`config.mk`:
```
export PLATFORM = sky130hd
export DESIGN_NAME = rv32v_uop_sequencer
export DESIGN_NICKNAME = d
export VERILOG_FILES = /design/src/rtl/rv32v_types_pkg.sv /design/src/rtl/rv32v_uop_addr_gen.sv /design/src/rtl/rv32v_uop_sequencer.sv
export SDC_FILE = /design/constraint.sdc
export NUM_CORES = 1
export LEC_CHECK = 0
export CORE_ASPECT_RATIO = 2
export CORE_UTILIZATION = 57
export CTS_CLUSTER_SIZE = 40
export DETAILED_ROUTE_END_ITERATION = 16
export PLACE_DENSITY = 0.91
export SLEW_MARGIN = 25
export SYNTH_ARGS = -nofsm -noshare
export SYNTH_HDL_FRONTEND = slang
export SYNTH_SLANG_ARGS = --single-unit
```
`constraint.sdc`:
```
create_clock -name CLK -period 4.2 [get_ports CLK]
set_input_delay 1.05 -clock CLK [delete_from_list [all_inputs] [get_ports CLK]]
set_output_delay 1.05 -clock CLK [all_outputs]
set_load 0.02 [all_outputs]
```
`src/rtl/rv32v_types_pkg.sv`:
```
// Shared types for the rv32v vector datapath.
//   vsew_t        element width encoding (SEW8/16/32 legal, SEW64 rejected)
//   vseq_state_t  uop sequencer FSM states
//   NUM_LANES     elements per micro-op, one per lane
//   VLENB         bytes per vector register
//   VLMAX         maximum elements per instruction
package rv32v_types_pkg;

   localparam int NUM_LANES = 4;
   localparam int VLENB     = 16;
   localparam int VLMAX     = 128;

   typedef enum logic [2:0] {
      SEW8  = 3'd0,
      SEW16 = 3'd1,
      SEW32 = 3'd2,
      SEW64 = 3'd3
   } vsew_t;

   typedef enum logic {
      VSEQ_IDLE,
      VSEQ_ISSUE
   } vseq_state_t;

   localparam logic [2:0] SEW_MAX_LEGAL = SEW32;

   function automatic logic sew_legal(input logic [2:0] sew);
      return sew <= SEW_MAX_LEGAL;
   endfunction

endpackage

```
`src/rtl/rv32v_uop_addr_gen.sv`:
```
// Combinational address/lane generator for one micro-op.
// Inputs : idx (first element index of the uop), vsew, vl, vstart, group bases.
// Outputs: vd/vs1/vs2 register selects, vbank_offset (word group inside the
//          register), vlaneactive (per-lane element mask), vuop_last.
module rv32v_uop_addr_gen
   import rv32v_types_pkg::*;
(
   input  logic [7:0]           idx,
   input  logic [2:0]           vsew,
   input  logic [7:0]           vl,
   input  logic [6:0]           vstart,
   input  logic [4:0]           vd_base,
   input  logic [4:0]           vs1_base,
   input  logic [4:0]           vs2_base,
   output logic [4:0]           vd_sel,
   output logic [4:0]           vs1_sel,
   output logic [4:0]           vs2_sel,
   output logic [1:0]           vbank_offset,
   output logic [NUM_LANES-1:0] vlaneactive,
   output logic                 vuop_last
);

   logic [4:0] reg_off;
   logic [8:0] elem;

   // A register holds 16/8/4 elements at SEW8/16/32; within it every
   // group of four elements is one bank word.
   always_comb begin
      reg_off      = '0;
      vbank_offset = '0;
      case (vsew)
         SEW8: begin
            reg_off      = {1'b0, idx[7:4]};
            vbank_offset = idx[3:2];
         end
         SEW16: begin
            reg_off      = idx[7:3];
            vbank_offset = {1'b0, idx[2]};
         end
         default: begin
            reg_off      = idx[6:2];
            vbank_offset = 2'd0;
         end
      endcase
   end

   // Selects wrap modulo 32 by construction of the 5-bit add.
   assign vd_sel  = vd_base  + reg_off;
   assign vs1_sel = vs1_base + reg_off;
   assign vs2_sel = vs2_base + reg_off;

   assign vuop_last = ({1'b0, idx} + 9'd4) >= {1'b0, vl};

   always_comb begin
      elem        = '0;
      vlaneactive = '0;
      for (int i = 0; i < NUM_LANES; i++) begin
         elem           = {1'b0, idx} + 9'(i);
         vlaneactive[i] = (elem >= {2'b00, vstart}) && (elem < {1'b0, vl});
      end
   end

endmodule

```
`src/rtl/rv32v_uop_sequencer.sv`:
```
// Cracks one accepted vector instruction into 4-element micro-ops.
// Ports:
//   CLK, nRST          clock, asynchronous active-low reset
//   flush              abort current instruction (highest priority)
//   instr_valid/ready  instruction handshake; ready only in IDLE
//   vl, vstart, vsew   vector length, first element, element width
//   vd/vs1/vs2_base    register group bases
//   uop_valid/ready    micro-op handshake
//   vuop_num, vuop_last, vlaneactive, vd/vs1/vs2_sel, vbank_offset
//                      registered micro-op fields, held while stalled
//   illegal            one-cycle pulse when an instruction with vsew>SEW32 is rejected
//
// state      | meaning
// VSEQ_IDLE  | waiting for an instruction, instr_ready=1
// VSEQ_ISSUE | presenting uops, advancing idx by 4 per handshake
module rv32v_uop_sequencer
   import rv32v_types_pkg::*;
(
   input  logic                 CLK,
   input  logic                 nRST,
   input  logic                 flush,
   input  logic                 instr_valid,
   output logic                 instr_ready,
   input  logic [7:0]           vl,
   input  logic [6:0]           vstart,
   input  logic [2:0]           vsew,
   input  logic [4:0]           vd_base,
   input  logic [4:0]           vs1_base,
   input  logic [4:0]           vs2_base,
   output logic                 uop_valid,
   input  logic                 uop_ready,
   output logic [4:0]           vuop_num,
   output logic                 vuop_last,
   output logic [NUM_LANES-1:0] vlaneactive,
   output logic [4:0]           vd_sel,
   output logic [4:0]           vs1_sel,
   output logic [4:0]           vs2_sel,
   output logic [1:0]           vbank_offset,
   output logic                 illegal
);

   vseq_state_t state_q, state_d;

   logic [7:0] idx_q, vl_q;
   logic [6:0] vstart_q;
   logic [2:0] vsew_q;
   logic [4:0] vd_q, vs1_q, vs2_q;

   logic accept, reject, advance, finish, load;

   logic [7:0]           g_idx, g_vl;
   logic [6:0]           g_vstart;
   logic [2:0]           g_vsew;
   logic [4:0]           g_vd, g_vs1, g_vs2;
   logic [4:0]           g_vd_sel, g_vs1_sel, g_vs2_sel;
   logic [1:0]           g_bank;
   logic [NUM_LANES-1:0] g_lanes;
   logic                 g_last;

   always_ff @(posedge CLK or negedge nRST) begin
      if (!nRST) state_q <= VSEQ_IDLE;
      else       state_q <= state_d;
   end

   always_comb begin
      state_d = state_q;
      accept  = 1'b0;
      reject  = 1'b0;
      advance = 1'b0;
      finish  = 1'b0;
      case (state_q)
         VSEQ_IDLE: begin
            if (instr_valid && !flush) begin
               if (sew_legal(vsew)) begin
                  accept  = 1'b1;
                  state_d = VSEQ_ISSUE;
               end else begin
                  reject = 1'b1;
               end
            end
         end
         VSEQ_ISSUE: begin
            if (uop_ready && !flush) begin
               if (vuop_last) begin
                  finish  = 1'b1;
                  state_d = VSEQ_IDLE;
               end else begin
                  advance = 1'b1;
               end
            end
         end
         default: state_d = VSEQ_IDLE;
      endcase
      if (flush) state_d = VSEQ_IDLE;
   end

   assign load = accept | advance;

   // The generator looks at the uop about to be registered: either the
   // first uop of a freshly accepted instruction or the next one.
   assign g_idx    = accept ? {1'b0, vstart[6:2], 2'b00} : idx_q + 8'd4;
   assign g_vl     = accept ? vl       : vl_q;
   assign g_vstart = accept ? vstart   : vstart_q;
   assign g_vsew   = accept ? vsew     : vsew_q;
   assign g_vd     = accept ? vd_base  : vd_q;
   assign g_vs1    = accept ? vs1_base : vs1_q;
   assign g_vs2    = accept ? vs2_base : vs2_q;

   rv32v_uop_addr_gen u_addr_gen (
      .idx          (g_idx),
      .vsew         (g_vsew),
      .vl           (g_vl),
      .vstart       (g_vstart),
      .vd_base      (g_vd),
      .vs1_base     (g_vs1),
      .vs2_base     (g_vs2),
      .vd_sel       (g_vd_sel),
      .vs1_sel      (g_vs1_sel),
      .vs2_sel      (g_vs2_sel),
      .vbank_offset (g_bank),
      .vlaneactive  (g_lanes),
      .vuop_last    (g_last)
   );

   always_ff @(posedge CLK or negedge nRST) begin
      if (!nRST) begin
         idx_q        <= '0;
         vl_q         <= '0;
         vstart_q     <= '0;
         vsew_q       <= '0;
         vd_q         <= '0;
         vs1_q        <= '0;
         vs2_q        <= '0;
         vuop_num     <= '0;
         vuop_last    <= 1'b0;
         vlaneactive  <= '0;
         vd_sel       <= '0;
         vs1_sel      <= '0;
         vs2_sel      <= '0;
         vbank_offset <= '0;
         illegal      <= 1'b0;
      end else if (flush || finish) begin
         idx_q        <= '0;
         vl_q         <= '0;
         vstart_q     <= '0;
         vsew_q       <= '0;
         vd_q         <= '0;
         vs1_q        <= '0;
         vs2_q        <= '0;
         vuop_num     <= '0;
         vuop_last    <= 1'b0;
         vlaneactive  <= '0;
         vd_sel       <= '0;
         vs1_sel      <= '0;
         vs2_sel      <= '0;
         vbank_offset <= '0;
         illegal      <= 1'b0;
      end else begin
         illegal <= reject;
         if (load) begin
            idx_q        <= g_idx;
            vl_q         <= g_vl;
            vstart_q     <= g_vstart;
            vsew_q       <= g_vsew;
            vd_q         <= g_vd;
            vs1_q        <= g_vs1;
            vs2_q        <= g_vs2;
            vuop_num     <= g_idx[6:2];
            vuop_last    <= g_last;
            vlaneactive  <= g_lanes;
            vd_sel       <= g_vd_sel;
            vs1_sel      <= g_vs1_sel;
            vs2_sel      <= g_vs2_sel;
            vbank_offset <= g_bank;
         end
      end
   end

   assign instr_ready = (state_q == VSEQ_IDLE);
   assign uop_valid   = (state_q == VSEQ_ISSUE);

endmodule

```
==> impl_metrics.ini, run 1 <==
[outcome]
outcome = finished, final reports clean

[clocking]
htree_levels = 3
clk_latency_ns = 0.34
postCtsHoldBufs = 0
clk_path_buf_depth = 2
cts_setup_buffers = 0
clock_sinks = 65
cts_tree = done
cts.clk_slew.worst_paths_ns = 0.06
cts_buffers = 9
cts-root-buf = clkbuf_16

[timing]
hold_viol = 0
max_slew.worst_pin.slew_ns = 0.9329
fmax_ghz = 0.2417
fin_skew_ns = 0.009324
fin_crit_ns = 4.137
fin_ws_ns = 0.06298
finalCritPeriodShare_pct = 98.50
grt_setup_unrepaired = false
setup_violations = 0
maxSlewViolCount = 0
tns_ns = 0
relSlewSlack_pct = 37.80

[floorplan]
num_rows = 49
core_area_sq_um = 9074
start_util_pct = 58.92
die_h_microns = 139.0
die-area_sq_um = 9794
io_pins = 68
chipWidth_microns = 70.48

[setup_path]
cp.required_ns = 4.41
crit_chain = clkdlybuf4s50_1 -> nor3b_2 -> nand2_2 -> buf_4 -> mux2i_2 -> buf_4 -> mux2i_1 -> nand2_1 -> o21ai_0 -> buf_4 -> fa_1 -> a21o_1 -> a21oi_1 -> xor2_1 -> xnor2_1 -> o21ai_1
cp.depth = 16
cp_top_family = buffers and inverters
path_common_cell = buf_4
cp_slowest_stage_delay_ns = 0.47
start_kind = input port
r2r_cells = 15
crit_buf_inv = 4
end_kind = flip-flop
slowest_stage = clkdlybuf4s50_1
crit_fanout = 8
crit_type = input port to flip-flop
cp.arrival_ns = 4.35

[logic_synthesis]
netlist_instances = 615
syn_nets = 735
postSynthAreaPerCell_sq_um = 8.693
ys_ff_latch = 65
yosysSeqAreaShare_pct = 30.42
ys_types = 58
synthArstFlopShare_pct = 100.0
synth_edf_count = 0
syn-cell-area_sq_um = 5346
yosys_warnings = 0
synthFlopType = dfrtp_1

[detailed_routing]
num_vias = 5332
vias_per_cell = 6.266
drtIter0Drc = 349
drt_first_pass_iters = 5
drc_errors = 0
wl_per_cell_microns = 20.91
ant_nets = 0
wirelength_microns = 17790

[final_layout]
final_common_cell = nand2_1
antennaDiodeCount = 0
regArea_sq_um = 1627
layout_common_cells = nand2_1, buf_4, ha_1, clkdlybuf4s50_1, dfrtp_1
fillerInstances = 640
area_growth_pct = 30.47
multiInputGateArea_sq_um = 3540
instances_no_fill = 851
nNetsFinal = 864
drive_gt1_share_pct = 16.96

[placement]
dp.cells = 835
pre_cts_slack_ns = -0.3351
io_buffers = 67
gp_congestion = 0.9428
hpwl_microns = 13500

[global_route]
antenna_found_initial = 0
grt-ovfl-total = 0
grt_pass1_vias = 5679
grt_max_degree = 69
track_usage_pct = 38.38
grt_pass1_wl_microns = 28320

[power_and_ir_drop]
vdd_ir_drop_max_v = 0.0003225
p_leak_nw = 3.494
power_density_nw_per_um2 = 277.5

[job]
max_cap_violations = 0

[min_path]
hp-class = flip-flop to flip-flop
holdPathStages = 2
## kinds of logic after synthesis
| kind of cell | synth area share [%] |
|---|---|
| AND/OR/NAND/NOR | 19.66 |
| AO/OA/AOI/OAI | 16.19 |
| adder cells (fa/ha/maj) | 19.61 |
| flip-flops | 30.42 |
| buffers and inverters | 3.979 |
| XOR/XNOR | 5.242 |
| multiplexers | 4.891 |
## routing by layer
| layer | routed length, microns | track usage [%] |
|---|---|---|
| met1 | 5827 | 37.13 |
| met2 | 9692 | 69.39 |
| met3 | 727 | 6.686 |
| met4 | 1546 | 30.72 |
| met5 | 0 | 0 |
## worst reg2reg max path: stages (launching register included)
cell,delay (ns)
dfrtp_1,0.47
nor3b_2,0.29
nand2_2,0.17
buf_4,0.21
mux2i_2,0.33
buf_4,0.21
mux2i_1,0.07
nand2_1,0.06
o21ai_0,0.10
buf_4,0.19
fa_1,0.41
a21o_1,0.20
a21oi_1,0.22
xor2_1,0.19
xnor2_1,0.14
o21ai_1,0.08
## repair_timing
item / CTS / global route
endpoints found under the setup margin: 0 / 7
endpoints found under the hold margin: 0 / 0
resized for setup: 0 / 6
## cells in the mapped netlist, drive strengths merged, types with 2 or more instances
cell type | count | area share [%]
dfrtp | 65 | 30
a31o | 6 | 0.98
a21oi | 29 | 2.8
and2 | 5 | 0.59
nor4 | 2 | 0.23
nor2 | 19 | 1.3
o21ai | 47 | 4.4
nand3 | 54 | 5.1
o21a | 4 | 0.56
xnor2 | 22 | 3.6
nor3 | 8 | 0.75
mux2i | 25 | 4.9
clkbuf | 16 | 1.1
nand2 | 117 | 8.3
o211ai | 5 | 0.96
a21o | 16 | 2.4
ha | 79 | 18
fa | 3 | 1.1
or2 | 2 | 0.23
and3 | 3 | 0.35
buf | 17 | 1.8
inv | 15 | 1.1
a211oi | 4 | 0.56
a22o | 4 | 0.66
nor2b | 6 | 0.70
o31ai | 2 | 0.28
o21bai | 3 | 0.42
a2111oi | 2 | 0.33
a31oi | 3 | 0.35
nand2b | 5 | 0.59
xor2 | 10 | 1.6
nand4 | 2 | 0.23
nor4b | 2 | 0.33
## power by group
part           internal [mW]  total [mW]  leakage [nW]  switching (mW)
clock                  0.478       0.783         0.149           0.305
combinational          0.225       0.491          2.44           0.265
sequential             0.644       0.662         0.901          0.0182
## layout make-up
| cell class | instances | area share [%] |
|---|---|---|
| inverter | 15 | 0.8072 |
| clock inverter | 6 | 0.9327 |
| sequential | 65 | 23.32 |
| multi-input combinational | 502 | 50.74 |
| tap | 102 | 1.830 |
| timing repair buffer | 151 | 18.94 |
| clock buffer | 10 | 3.426 |
## per-stage QoR
stage / power (mW) / util (%) / cell area [sq um] / hold slack, ns
2_1_floorplan: 0.9161 / - / 5346 / 0.4652
3_3_place_gp: 1.140 / 73.39 / 6659 / 0.4746
3_5_place_dp: 1.153 / 73.39 / 6659 / 0.4813
4_1_cts: 1.937 / 76.74 / 6963 / 0.5003
5_1_grt: 2.012 / 76.88 / 6975 / 0.5251
6_report: 1.936 / 76.88 / 6975 / 0.4988
## flip-flops by register name (all words and copies together) (netlist names), 5 cells and up
name and cells:
vd_sel 5, vs2_sel 5, vs1_sel 5, vs2_q 5, vd_q 5, vs1_q 5
vstart_q 7, vl_q 8
## path summary, 6_finish.rpt
path                                          start                 endpoint  slack (ns)
worst max register to register  uop_valid$_DFF_PN0_   vs2_sel[4]$_DFFE_PN0P_        0.74
worst max-delay path                    instr_valid   vs2_sel[4]$_DFFE_PN0P_        0.06
max in group asynchronous                      nRST  vuop_num[2]$_DFFE_PN0P_        2.41
min in group asynchronous                      nRST      vd_q[2]$_DFFE_PN0P_        0.86
worst min-delay path            vd_q[3]$_DFFE_PN0P_      vd_q[3]$_DFFE_PN0P_        0.50
worst min register to register  vd_q[3]$_DFFE_PN0P_      vd_q[3]$_DFFE_PN0P_        0.50
No activity file was read; power rests on OpenSTA's default activity.
==> run 2: changes to the inputs <==
SYNTH_HIERARCHICAL = 1   (was not set)
==> impl_metrics.ini, run 2 <==
[logic_synthesis]
postSynthAreaPerCell_sq_um = 9.061
yosysMostFrequentCell = nand2_1
syn-cell-area_sq_um = 5246
synth_common_cells = nand2_1, ha_1, dfrtp_1
yosys.area_share.xor_xnor_pct = 6.177
muxShareOfSynthArea_pct = 0.7632
synth_simple_gate_area_share_pct = 15.22
syn_nets = 700
yosys_warnings = 6
synth_edf_count = 0
ys_ff_latch = 65
yosysSeqAreaShare_pct = 31.00
synth_top_cells_by_area = dfrtp_1, ha_1, a22o_1
synthArstFlopShare_pct = 100.0
synthFlopType = dfrtp_1
netlist_instances = 579
yosys.area.top_type = dfrtp_1
yosysTopAreaCellShare_pct = 31.00
synth_compound_area_share_pct = 20.58
synth_top_family_by_area = compound AO/OA/AOI/OAI gates
ys_types = 50
synthAdderAreaFrac_pct = 20.22

[job]
max_cap_violations = 0

[clocking]
cts-root-buf = clkbuf_16
postCtsHoldBufs = 0
clock_sinks = 65
cts_buffers = 9
htree_levels = 3
cts.clk_slew.worst_paths_ns = 0.06
clk_path_buf_depth = 2
cts_tree = done
clk_latency_ns = 0.34

[final_layout]
final_common_cell = nand2_1
layout_common_cells = nand2_1, buf_4, ha_1, clkdlybuf4s50_1, dfrtp_1
nNetsFinal = 842
postLayoutCoreUtil_pct = 76.94
largest_register = vl_q
antennaDiodeCount = 0
largest_registers = vl_q x8, vstart_q x7
area_growth_pct = 31.27
largest_reg_flops = 8
drive_gt1_share_pct = 17.77

[setup_path]
crit_chain = clkdlybuf4s50_1 -> a21oi_2 -> buf_4 -> and2_2 -> buf_4 -> nand2_1 -> nand2_1 -> mux2i_1 -> a21oi_1 -> buf_4 -> ha_1 -> inv_1 -> fa_1 -> inv_1 -> a21o_1 -> a21oi_1 -> xnor2_1 -> a22o_1
start_kind = input port
crit_buf_inv = 6
slowest_stage = clkdlybuf4s50_1
cp_top_family = buffers and inverters
end_kind = flip-flop
crit_type = input port to flip-flop
cp.arrival_ns = 4.36
cp_slowest_stage_delay_ns = 0.46
crit_fanout = 17
path_common_cell = buf_4
cp.required_ns = 4.48

[timing]
maxSlewViolCount = 0
tns_ns = 0
setup_violations = 0
hold_viol = 0
finalCritPeriodShare_pct = 97.30
whs_ns = 0.5022
fin_skew_ns = 0.008947
max_slew.worst_pin.slew_ns = 0.8542
fin_ws_ns = 0.1134
relSlewSlack_pct = 42.91
fmax_ghz = 0.2447
fin_crit_ns = 4.087

[detailed_routing]
drt_first_pass_iters = 5
ant_nets = 0
num_vias = 5215
vias_per_cell = 6.298
drtIter0Drc = 290
wirelength_microns = 18090
drc_errors = 0
wl_per_cell_microns = 21.85

[floorplan]
chipWidth_microns = 69.84
die-area_sq_um = 9615
die_h_microns = 137.7
core_area_sq_um = 8951
num_rows = 49
io_pins = 68
start_util_pct = 58.61

[power_and_ir_drop]
p_leak_nw = 3.524
power_density_nw_per_um2 = 310.8
vdd_ir_drop_max_v = 0.0003244

[outcome]
outcome = finished, final reports clean

[placement]
hpwl_microns = 13280
gp_congestion = 0.9496
io_buffers = 67
pre_cts_slack_ns = -0.4071

[global_route]
track_usage_pct = 38.58
grt_pass1_vias = 5527
grt_max_degree = 32
grt-ovfl-total = 0
antenna_found_initial = 0
grt_pass1_wl_microns = 27700

[min_path]
hp-class = flip-flop to flip-flop
-- run 2: changes by cell type after synthesis, sizes merged, moves of 4 or more --
cell	change
inv	+20
mux2i	-21
clkbuf	-6
o21ai	-30
a31o	-6
buf	+4
a22o	+47
xnor2	+4
nand3	-48
-- run 2: cells by family after synthesis --
family / count (synthesis)
flops: 65
simple gates: 177
compound gates: 147
mux: 4
fa+ha+maj: 83
xor+xnor: 37
buf+inv: 66
-- run 2: area by class of cell --
class	instances	area [sq um]
clock buffer	9	225.2
clock inverter	7	61.31
fill	608	2064
inverter	35	131.4
multi-input combinational	448	3336
sequential	65	1627
tap	102	127.6
timing repair buffer	162	1379
-- run 2: metal layers --
layer	vias up	GRT usage [%]	wire length, microns
met5	-	0	0
met3	96	5.340	697
met1	2557	36.66	6006
met4	0	33.78	1605
li1	2325	-	-
met2	237	71.05	9780
-- run 2: stage by stage --
stage	power (mW)	area (sq um)	std cells
finish	2.140	6887	828
global route	2.222	6887	828
CTS	2.117	6864	828
detailed placement	1.375	6573	812
global placement	1.345	6573	812
floorplan	1.056	5250	579
-- run 2: final timing paths --
path,depth (start not counted),to,slack [ns],from
min,1,vl_q[0]$_DFFE_PN0P_,0.50,vl_q[0]$_DFFE_PN0P_
min reg2reg,1,vl_q[0]$_DFFE_PN0P_,0.50,vl_q[0]$_DFFE_PN0P_
max,18,vd_sel[4]$_DFFE_PN0P_,0.11,vsew[0]
min in group asynchronous,1,vbank_offset[0]$_DFFE_PN0P_,0.73,nRST
max reg2reg,13,vlaneactive[1]$_DFFE_PN0P_,0.85,uop_valid$_DFF_PN0_
max in group asynchronous,2,vstart_q[0]$_DFFE_PN0P_,2.71,nRST
-- run 2: power breakdown --
part	switching (mW)	internal (mW)
registers	0.0264	0.657
clock network	0.328	0.412
logic	0.381	0.335
total	0.736	1.40
-- run 2: what timing repair did --
| action | CTS | global route |
|---|---|---|
| pin swaps | 0 | 1 |
| gates resized for setup | 1 | 5 |
| cloned | 0 | 0 |
| setup endpoints to repair | 4 | 4 |
| buffers inserted | 0 | 0 |
==> run 3: changes to the inputs <==
SETUP_SLACK_MARGIN = 0.5   (was not set)
==> impl_metrics.ini, run 3 (synthesized netlist as in run 2, its figures left out) <==
[outcome]
outcome = finished, final reports clean

[placement]
gp_congestion = 1.032
dp.cells = 789
pre_cts_slack_ns = -0.09234
hpwl_microns = 13120
io_buffers = 67

[setup_path]
slowest_stage = ha_1
worstReg2RegEnd = vs2_sel[3]$_DFFE_PN0P_
crit_chain = dlygate4sd2_1 -> a21oi_4 -> buf_4 -> and2_4 -> buf_12 -> nand2_1 -> nand2_4 -> buf_4 -> mux2i_1 -> a21oi_2 -> buf_4 -> ha_1 -> a21o_1 -> a21oi_1 -> xnor2_1 -> a22o_1
end_kind = flip-flop
cp_top_family = compound AO/OA/AOI/OAI gates
r2r_cells = 15
cp.required_ns = 4.43
r2r_start = uop_valid$_DFF_PN0_
crit_buf_inv = 5
cp_slowest_stage_delay_ns = 0.30
path_common_cell = buf_4
start_kind = input port
regToRegSetupSlack_ns = 0.84
cp.arrival_ns = 3.96
crit_fanout = 17
crit_type = input port to flip-flop

[timing]
whs_ns = 0.5026
fmax_ghz = 0.2680
fin_crit_ns = 3.731
relSlewSlack_pct = 29.63
fin_skew_ns = 0.007623
max_slew.worst_pin.slew_ns = 1.041
setup_violations = 0
maxSlewViolCount = 0
fin_ws_ns = 0.4691
finalCritPeriodShare_pct = 88.83
hold_viol = 0
grt_setup_unrepaired = true

[final_layout]
layout_common_cells = nand2_1, ha_1, buf_4, dfrtp_1, clkdlybuf4s50_1
fillerInstances = 494
largest_reg_flops = 8
antennaDiodeCount = 0
largest_register = vl_q
regArea_sq_um = 1627
area_growth_pct = 34.99
largest_registers = vl_q x8, vstart_q x7
instances_no_fill = 820
drive_gt1_share_pct = 22.01
nNetsFinal = 834
final_common_cell = nand2_1
multiInputGateArea_sq_um = 3548

[power_and_ir_drop]
power_density_nw_per_um2 = 305.2
p_leak_nw = 3.547
vdd_ir_drop_max_v = 0.0003440

[detailed_routing]
wl_per_cell_microns = 24.57
ant_nets = 0
vias_per_cell = 6.729
drc_errors = 0
wirelength_microns = 20150
drtIter0Drc = 525
num_vias = 5518
drt_first_pass_iters = 5

[clocking]
clk_latency_ns = 0.35
cts_tree = done
postCtsHoldBufs = 0
clk_path_buf_depth = 2
cts.clk_slew.worst_paths_ns = 0.05
cts-root-buf = clkbuf_16
clock_sinks = 65
cts_buffers = 9
htree_levels = 3

[global_route]
grt_pass1_wl_microns = 28910
grt-ovfl-total = 0
grt_pass1_vias = 5538
grt_max_degree = 34
track_usage_pct = 40.69
antenna_found_initial = 0

[floorplan]
start_util_pct = 58.61
die-area_sq_um = 9615
num_rows = 49
io_pins = 68
chipWidth_microns = 69.84
core_area_sq_um = 8951
die_h_microns = 137.7

[min_path]
holdPathStages = 1
hp-start = vs1_q[1]$_DFFE_PN0P_
hp-class = flip-flop to flip-flop
hold_end = vs1_q[1]$_DFFE_PN0P_

[job]
max_cap_violations = 0
[run 3: cell types whose count changed in the layout (fill, tap and decap cells not counted), sizes merged]
cell           before  now
clkinv              0    2
inv                40   35
clkdlybuf4s50      66   61
clkbuf              9   14
nand2             117  118
dlygate4sd2         0    3
buf                96   87
[run 3: power breakdown]
group | total [mW] | leakage [nW] | switching (mW) | internal [mW]
combinational | 0.759 | 2.52 | 0.415 | 0.344
clock | 0.716 | 0.129 | 0.300 | 0.416
sequential | 0.686 | 0.893 | 0.0286 | 0.658
[run 3: area by class of cell]
cell class                 count  share of cell area [%]
multi-input combinational    449                   50.11
inverter                      35                   1.855
clock inverter                 4                  0.4064
clock buffer                  12                   3.481
tap                          102                   1.802
timing repair buffer         153                   19.38
sequential                    65                   22.97
[run 3: how the worst max path moves through the flow]
stage | slack [ns] | cells past startpoint | start | to
3_5_place_dp | -0.09 | 17 | vsew[0] | vs2_sel[4]$_DFFE_PN0P_
5_1_grt | 0.45 | 16 | vsew[1] | vlaneactive[3]$_DFFE_PN0P_
4_1_cts | 0.58 | 15 | flush | vlaneactive[0]$_DFFE_PN0P_
6_report | 0.47 | 16 | vsew[0] | vs2_sel[3]$_DFFE_PN0P_
2_1_floorplan | 0.50 | 14 | flush | vlaneactive[1]$_DFFE_PN0P_
3_3_place_gp | 0.03 | 15 | instr_valid | vlaneactive[3]$_DFFE_PN0P_
[run 3: timing repair]
action                                  4_1_cts  5_1_grt
resized for setup                            36       29
pin swaps                                     7       15
endpoints found under the setup margin       16       13
hold endpoints to repair                      0        0
gates cloned                                  1        0
buffers inserted                             10        4
[run 3: through the flow]
stage / cell area [sq um] / utilization, % / total power [mW] / TNS (ns)
3_3_place_gp: 6469 / 72.27 / 1.317 / 0
3_5_place_dp: 6469 / 72.27 / 1.348 / -0.3236
4_1_cts: 6950 / 77.65 / 2.095 / 0
6_report: 7082 / 79.12 / 2.161 / 0
2_1_floorplan: 5339 / - / 1.069 / 0
5_1_grt: 7082 / 79.12 / 2.246 / 0
[run 3: metal layers]
layer	wire length [microns]	GRT usage, %
met1	6317	38.64
met2	10240	72.06
met3	1351	8.120
met4	2240	37.89
met5	0	0
